`src/rtl/histo_pkg.sv`:
```
// ----------------------------------------------------------------------------
// histo_pkg : shared FSM types, marker constant and bin update function
// Rev 1.0
// ----------------------------------------------------------------------------
`default_nettype none

package histo_pkg;

  typedef enum logic [1:0] {
    SEQ_WAIT_INIT = 2'd0,
    SEQ_RUNNING   = 2'd1,
    SEQ_GAP       = 2'd2,
    SEQ_FINISHED  = 2'd3
  } seq_state_t;

  typedef enum logic [2:0] {
    ACC_IDLE  = 3'd0,
    ACC_READ  = 3'd1,
    ACC_WRITE = 3'd2,
    ACC_MARK  = 3'd3,
    ACC_HALT  = 3'd4
  } acc_state_t;

  localparam logic [31:0] DONE_MARKER = 32'hFFFF_FFFF;

  // Count field in [count_w-1:0], error field above it; each saturates on its own.
  function automatic logic [31:0] bin_update(input logic [31:0] word,
                                             input logic        err,
                                             input int unsigned count_w = 24);
    logic [31:0] cmask;
    logic [31:0] emax;
    logic [31:0] cnt;
    logic [31:0] errf;
    cmask = (32'd1 << count_w) - 32'd1;
    emax  = 32'hFFFF_FFFF >> count_w;
    cnt   = word & cmask;
    errf  = word >> count_w;
    if (cnt != cmask) cnt = cnt + 32'd1;
    if (err && (errf != emax)) errf = errf + 32'd1;
    return (errf << count_w) | cnt;
  endfunction

endpackage

`default_nettype wire

```
`src/rtl/histogram_rmw.sv`:
```
// ----------------------------------------------------------------------------
// histogram_rmw : read-modify-write of one histogram bin per result, then marker
// Rev 1.0
// ----------------------------------------------------------------------------
`default_nettype none

module histogram_rmw
  import histo_pkg::*;
#(
  parameter int unsigned BIN_COUNT = 1024,
  parameter int unsigned COUNT_W   = 24,
  parameter int unsigned MEM_LAT   = 1
) (
  input  logic        clk,
  input  logic        reset,
  input  logic        i_start,
  input  logic [31:0] i_duration,
  input  logic        i_error,
  input  logic        i_seq_finished,
  input  logic [31:0] i_mem_rdata,
  output logic        o_idle,
  output logic        o_done,
  output logic [3:0]  o_mem_we,
  output logic [31:0] o_mem_addr,
  output logic [31:0] o_mem_wdata
);

  localparam logic [31:0] c_LAST_BIN  = 32'(BIN_COUNT - 1);
  localparam logic [31:0] c_MARK_ADDR = 32'(BIN_COUNT * 4);
  localparam logic [1:0]  c_LAT_LAST  = 2'(MEM_LAT - 1);

  acc_state_t  r_state;
  logic [31:0] r_bin_addr;
  logic        r_err;
  logic [1:0]  r_lat;
  logic        r_done;

  logic [31:0] w_bin_idx;
  logic [31:0] w_bin_addr;

  assign w_bin_idx  = (i_duration > c_LAST_BIN) ? c_LAST_BIN : i_duration;
  assign w_bin_addr = w_bin_idx << 2;

  always_ff @(posedge clk) begin
    if (reset) begin
      r_state    <= ACC_IDLE;
      r_bin_addr <= '0;
      r_err      <= 1'b0;
      r_lat      <= '0;
      r_done     <= 1'b0;
    end else begin
      case (r_state)
        ACC_IDLE: begin
          if (i_start) begin
            r_bin_addr <= w_bin_addr;
            r_err      <= i_error;
            r_lat      <= '0;
            r_state    <= ACC_READ;
          end
        end
        ACC_READ: begin
          if (r_lat == c_LAT_LAST) r_state <= ACC_WRITE;
          else                     r_lat   <= r_lat + 2'd1;
        end
        ACC_WRITE: r_state <= i_seq_finished ? ACC_MARK : ACC_IDLE;
        ACC_MARK: begin
          r_state <= ACC_HALT;
          r_done  <= 1'b1;
        end
        default: ;
      endcase
    end
  end

  // rdata for the held address is valid during WRITE, so the update is formed there.
  always_comb begin
    o_mem_wdata = '0;
    case (r_state)
      ACC_WRITE: o_mem_wdata = bin_update(i_mem_rdata, r_err, COUNT_W);
      ACC_MARK:  o_mem_wdata = DONE_MARKER;
      default:   o_mem_wdata = '0;
    endcase
  end

  assign o_mem_we   = ((r_state == ACC_WRITE) || (r_state == ACC_MARK)) ? 4'b1111 : 4'b0000;
  assign o_mem_addr = (r_state == ACC_MARK) ? c_MARK_ADDR : r_bin_addr;
  assign o_idle     = (r_state == ACC_IDLE);
  assign o_done     = r_done;

endmodule

`default_nettype wire

```
`src/rtl/decoder_histogram_collector.sv`:
```
// ----------------------------------------------------------------------------
// decoder_histogram_collector : round sequencer plus latency histogram writer
// Rev 1.0
// ----------------------------------------------------------------------------
`default_nettype none

module decoder_histogram_collector
  import histo_pkg::*;
#(
  parameter int unsigned NUM_RUNS     = 10000,
  parameter logic [31:0] STARTUP_WAIT = 32'hB000_0000,
  parameter int unsigned GAP_CYCLES   = 10,
  parameter int unsigned BIN_COUNT    = 1024,
  parameter int unsigned COUNT_W      = 24,
  parameter int unsigned ERR_W        = 8,
  parameter int unsigned MEM_LAT      = 1
) (
  input  logic        clk,
  input  logic        reset,
  output logic        new_round_start,
  input  logic        result_valid,
  input  logic [31:0] duration,
  input  logic        error_detected,
  input  logic        downstream_busy,
  output logic [31:0] total_test_case_counter,
  output logic        done,
  output logic        mem_en,
  output logic [3:0]  mem_we,
  output logic [31:0] mem_addr,
  output logic [31:0] mem_wdata,
  input  logic [31:0] mem_rdata
);

  if ((COUNT_W + ERR_W != 32) || (MEM_LAT < 1) || (MEM_LAT > 3)) begin : g_param_check
    $error("decoder_histogram_collector: COUNT_W+ERR_W must be 32 and MEM_LAT in 1..3");
  end

  seq_state_t  r_seq;
  logic [31:0] r_wait_cnt;
  logic [31:0] r_total;
  logic        r_pulse;
  logic        r_rv_d;

  logic [31:0] w_wait_inc;
  logic        w_edge;
  logic        w_acc_idle;
  logic        w_seq_finished;

  assign w_wait_inc     = (r_wait_cnt == '1) ? r_wait_cnt : r_wait_cnt + 32'd1;
  assign w_edge         = result_valid & ~r_rv_d & (r_seq == SEQ_RUNNING) & ~r_pulse;
  assign w_seq_finished = (r_seq == SEQ_FINISHED);

  always_ff @(posedge clk) begin
    if (reset) begin
      r_seq      <= SEQ_WAIT_INIT;
      r_wait_cnt <= '0;
      r_total    <= '0;
      r_pulse    <= 1'b0;
      r_rv_d     <= 1'b0;
    end else begin
      r_rv_d  <= result_valid;
      r_pulse <= 1'b0;
      if (r_pulse) r_total <= r_total + 32'd1;
      case (r_seq)
        SEQ_WAIT_INIT: begin
          r_wait_cnt <= w_wait_inc;
          if ((r_wait_cnt >= STARTUP_WAIT) && !downstream_busy) begin
            r_seq   <= SEQ_RUNNING;
            r_pulse <= 1'b1;
          end
        end
        SEQ_RUNNING: begin
          r_wait_cnt <= '0;
          if (w_edge) r_seq <= (r_total < 32'(NUM_RUNS)) ? SEQ_GAP : SEQ_FINISHED;
        end
        SEQ_GAP: begin
          r_wait_cnt <= w_wait_inc;
          // Waiting for the accumulator keeps RMW operations strictly serial.
          if ((r_wait_cnt >= 32'(GAP_CYCLES)) && w_acc_idle && !downstream_busy) begin
            r_seq   <= SEQ_RUNNING;
            r_pulse <= 1'b1;
          end
        end
        default: ;
      endcase
    end
  end

  histogram_rmw #(
    .BIN_COUNT (BIN_COUNT),
    .COUNT_W   (COUNT_W),
    .MEM_LAT   (MEM_LAT)
  ) u_rmw (
    .clk            (clk),
    .reset          (reset),
    .i_start        (w_edge),
    .i_duration     (duration),
    .i_error        (error_detected),
    .i_seq_finished (w_seq_finished),
    .i_mem_rdata    (mem_rdata),
    .o_idle         (w_acc_idle),
    .o_done         (done),
    .o_mem_we       (mem_we),
    .o_mem_addr     (mem_addr),
    .o_mem_wdata    (mem_wdata)
  );

  assign new_round_start         = r_pulse;
  assign total_test_case_counter = r_total;
  assign mem_en                  = 1'b1;

endmodule

`default_nettype wire

```
`config.mk`:
```
export PLATFORM = sky130hd
export DESIGN_NAME = decoder_histogram_collector
export DESIGN_NICKNAME = d
export VERILOG_FILES = /design/src/rtl/histo_pkg.sv /design/src/rtl/histogram_rmw.sv /design/src/rtl/decoder_histogram_collector.sv
export SDC_FILE = /design/constraint.sdc
export NUM_CORES = 1
export LEC_CHECK = 0
export BUFFER_PORTS_ARGS = -buffer_cell sky130_fd_sc_hd__buf_2
export CORE_MARGIN = 2
export CORE_UTILIZATION = 25
export CTS_BUF_LIST = sky130_fd_sc_hd__clkbuf_4
export DETAILED_ROUTE_END_ITERATION = 8
export GPL_ROUTABILITY_DRIVEN = 0
export GPL_TIMING_DRIVEN = 0
export HOLD_SLACK_MARGIN = 0.03
export RECOVER_POWER = 100
export SETUP_SLACK_MARGIN = 0.15
export SLEW_MARGIN = 20
export SYNTH_ARGS = -nofsm -noshare
export SYNTH_HDL_FRONTEND = slang
export SYNTH_SLANG_ARGS = --single-unit
```
`constraint.sdc`:
```
create_clock -name clk -period 4.2 [get_ports clk]
set_clock_uncertainty 0.05 [all_clocks]
set_input_delay 0 -clock clk [delete_from_list [all_inputs] [get_ports clk]]
set_output_delay 0 -clock clk [all_outputs]
set_load 0.02 [all_outputs]
```
==> flow_summary.toml <==
[timing]
period_needed_ps = 3100
rsz0062_at_grt = "no"
finalHoldViolCount = 0
fmaxAchievable_mhz = 322.6
finalCritPeriodShare_pct = 73.80
setup_violations = 0
timing.setup.tns_ps = 0
tightest_slew_ps = 1080
slew_viol_final = 0
max_slew_margin_pct = 27.40

[routing]
wl_met2_mm = 8.059
postRouteAntennaNets = 0
drtIter0Drc = 381
met1_length_mm = 8.441
drt-total-wl_mm = 17.69
first_pass_iters = 5
vias = 5929
wl_met3_mm = 1.036
wl_per_cell_um = 14.75
drc = 0
maxUsedRoutingLayer = "met4"
vias_per_cell = 4.945

[floorplan]
start_util_pct = 25.42
die_w_um = 155.5
io_pins = 172
die-area_um2 = 24180
core-area_um2 = 22570
rows = 55
die_h_um = 155.5

[global_routing]
grt_pass1_wl_mm = 27.99
grt_max_degree = 18
grt_pass1_vias = 5460
antenna_found_initial = 1
track_usage_pct = 14.20
grt_overflow = 0

[setup_path]
cp-end-kind = "flip-flop"
crit_slowest_cell = "nor4_1"
path_buf_inv = 1
cp_top_family = "simple AND/OR/NAND/NOR gates"
cp.arrival_ps = 3460
crit_fanout = 10
critical-path-max-stage-delay_ps = 820
cp.required_ps = 4560
critical_path_class = "reg -> reg"
startpoint_type = "flip-flop"
crit_chain = "nand4_1, or3_2, nor4_1, clkbuf_1, a21oi_1, o32ai_1"
r2r_setup_slack_ps = 1100

[placement]
port_buffers = 168
dp_hpwl_mm = 13.30

[synth]
yosys_register_bits = 105
netlist_instances = 713
ys_warn_count = 0
synthAdderAreaFrac_pct = 1.308
post_synth_mux_area_share_pct = 0.8940
synth_seq_area_share_pct = 36.63
avgSynthCellArea_um2 = 8.048
synth-compound-area-share_pct = 16.90
synth_edf_count = 0
synth_top_family_by_area = "simple AND/OR/NAND/NOR gates"
synthArstFlopShare_pct = 0
synth_xor_area_share_pct = 7.785
synthSimpleGateAreaFrac_pct = 32.12
synth_ff_type = "dfxtp_1"
yosysUniqueCellTypes = 52
syn-cell-area_um2 = 5738

[clock_tree]
cts-root-buf = "clkbuf_4"
cts.sinks = 105
htreeDepth = 3
clk_latency_ps = 480
cts_resized = 0
cts_buffers = 9
path_clk_slew_ps = 170
cts_max_path_buffers = 2
cts_tree = "yes"

[worst_hold_path]
hp-class = "in -> reg"

[cells_and_area]
layout.nets = 983
area_delta_synth_final_pct = 23.86
drive_gt1_share_pct = 14.46
regArea_um2 = 2102
multi_input_area_um2 = 3388
fillCellCount = 2501

[power_and_ir_drop]
swShare_pct = 26.00
leakage_nw = 2.480
p_int_w = 0.001205
powerDensity_nw_per_um2 = 229.1
power_frac_comb_pct = 7.4
ir_drop_mv = 0.1288
power_frac_clock_pct = 31.0
p_sw_w = 0.0004234
report.power.total_w = 0.001628
pwr-share-seq_pct = 61.6

[status]
status = "complete, no violations"

[flow_run]
cap_violations = 0
## power by group through the flow
stage,clock network (W),registers (W),logic [W]
final,0.000504,0.00100,0.000121
after global routing,0.000574,0.00101,0.000134
after CTS,0.000539,0.00100,0.000121
after detailed placement,0,0.00102,0.000110
after global placement,0,0.00102,0.000110
after floorplan,0,0.00102,0.0000487
## registers in the layout (all words and copies together) (netlist names)
register,flops
r_wait_cnt,32
total_test_case_counter,32
u_rmw.r_bin_addr,30
u_rmw.r_state,3
r_seq,2
u_rmw.r_lat,2
new_round_start,1
r_rv_d,1
u_rmw.o_done,1
u_rmw.r_err,1
## Yosys cell counts (6+ instances only)
master      n  area, um^2
a211oi_1    6       45.04
a21oi_1    46       230.2
and2_1     54       337.8
and3_1     11       68.82
buf_4       6       45.04
clkbuf_1   28       105.1
dfxtp_1   105        2102
ha_1        6       75.07
inv_1      16       60.06
nand2_1    44       165.2
nand3_1    31       155.2
nand4_1    37       231.5
nor2_1     50       187.7
nor3_1     12       60.06
nor4_1     22       137.6
o211ai_1    7       52.55
o21ai_0    65       325.3
o221a_2    10       112.6
o31ai_1    10       75.07
or3_1      28       175.2
or4_1      11       82.58
xnor2_1    17       148.9
xor2_1     34       297.8
## worst paths after layout
check | from | to | cells past startpoint
max | r_wait_cnt[4]$_SDFFE_PP0P_ | r_wait_cnt[1]$_SDFFE_PP0P_ | 6
min | duration[20] | u_rmw.r_bin_addr[8]$_SDFFE_PP0P_ | 4
max reg2reg | r_wait_cnt[4]$_SDFFE_PP0P_ | r_wait_cnt[1]$_SDFFE_PP0P_ | 6
min reg2reg | u_rmw.o_done$_SDFFE_PP0P_ | u_rmw.o_done$_SDFFE_PP0P_ | 2
## logic make-up after synthesis
logic type,after synthesis
and+or+nand+nor,328
AOI/OAI and AO/OA,160
DFF,105
buffers and inverters,56
xor gates and xnor gates,51
adders and majority gates,6
muxes,5
other,2
## placed cells by master, fill, tap and decap left out, types with 4 or more instances in the layout
| cell | n |
|---|---|
| and2_0 | 26 |
| o211ai_1 | 7 |
| o221a_2 | 10 |
| or4_1 | 11 |
| dlygate4sd3_1 | 15 |
| and3_1 | 11 |
| xor2_1 | 34 |
| clkbuf_4 | 12 |
| and4_1 | 4 |
| and2_1 | 28 |
| o2111ai_1 | 5 |
| xnor2_1 | 17 |
| buf_2 | 87 |
| nor4_1 | 22 |
| inv_1 | 16 |
| nand3_1 | 31 |
| a21oi_1 | 46 |
| nor3_1 | 12 |
| nand2_1 | 44 |
| o31ai_1 | 10 |
| a211oi_1 | 6 |
| nand4_1 | 38 |
| clkbuf_1 | 114 |
| or3_1 | 28 |
| o21ai_0 | 65 |
| dfxtp_1 | 105 |
| nor2b_1 | 5 |
| mux2i_1 | 4 |
| nor2_1 | 50 |
| ha_1 | 6 |
| buf_4 | 6 |
## layer usage
| metal | vias to the layer above | GRT usage (%) |
|---|---|---|
| met5 | - | 0 |
| met4 | 0 | 4.019 |
| met3 | 7 | 2.535 |
| met2 | 193 | 23.09 |
| met1 | 2732 | 19.31 |
| li1 | 2997 | - |
## worst min-delay path: stages
cell and delay [ps]:
buf_2 80, nor4_1 50, nand2_1 280, o221a_2 250
## per-stage QoR
stage | cells | area (um^2) | worst slack, ps | hold WS, ps | utilization, %
floorplan | 714 | 5742 | 1825 | 78.18 | -
global placement | 1167 | 6939 | 800.0 | 191.7 | 30.74
detailed placement | 1167 | 6945 | 1340 | 210.7 | 30.77
CTS | 1198 | 7223 | 1304 | 141.0 | 32.00
global route | 1199 | 7107 | 793.9 | 178.3 | 31.49
finish | 1199 | 7107 | 1100 | 156.6 | 31.49
## repair_timing
item / CTS / global route
endpoints found under the hold margin: 19 / 0
endpoints found under the setup margin: 0 / 0
hold buffers: 15 / 0
buffers inserted: 0 / 0
## area by class of cell
class | count | area share [%]
sequential | 105 | 29.58
clock inverter | 4 | 0.5282
multi-input combinational | 553 | 47.68
timing repair buffer | 183 | 12.50
tap | 285 | 5.018
clock buffer | 12 | 1.268
inverter | 16 | 0.8451
antenna | 1 | 0.03521
buffer | 40 | 2.553
(Power assumes the default switching activity.)
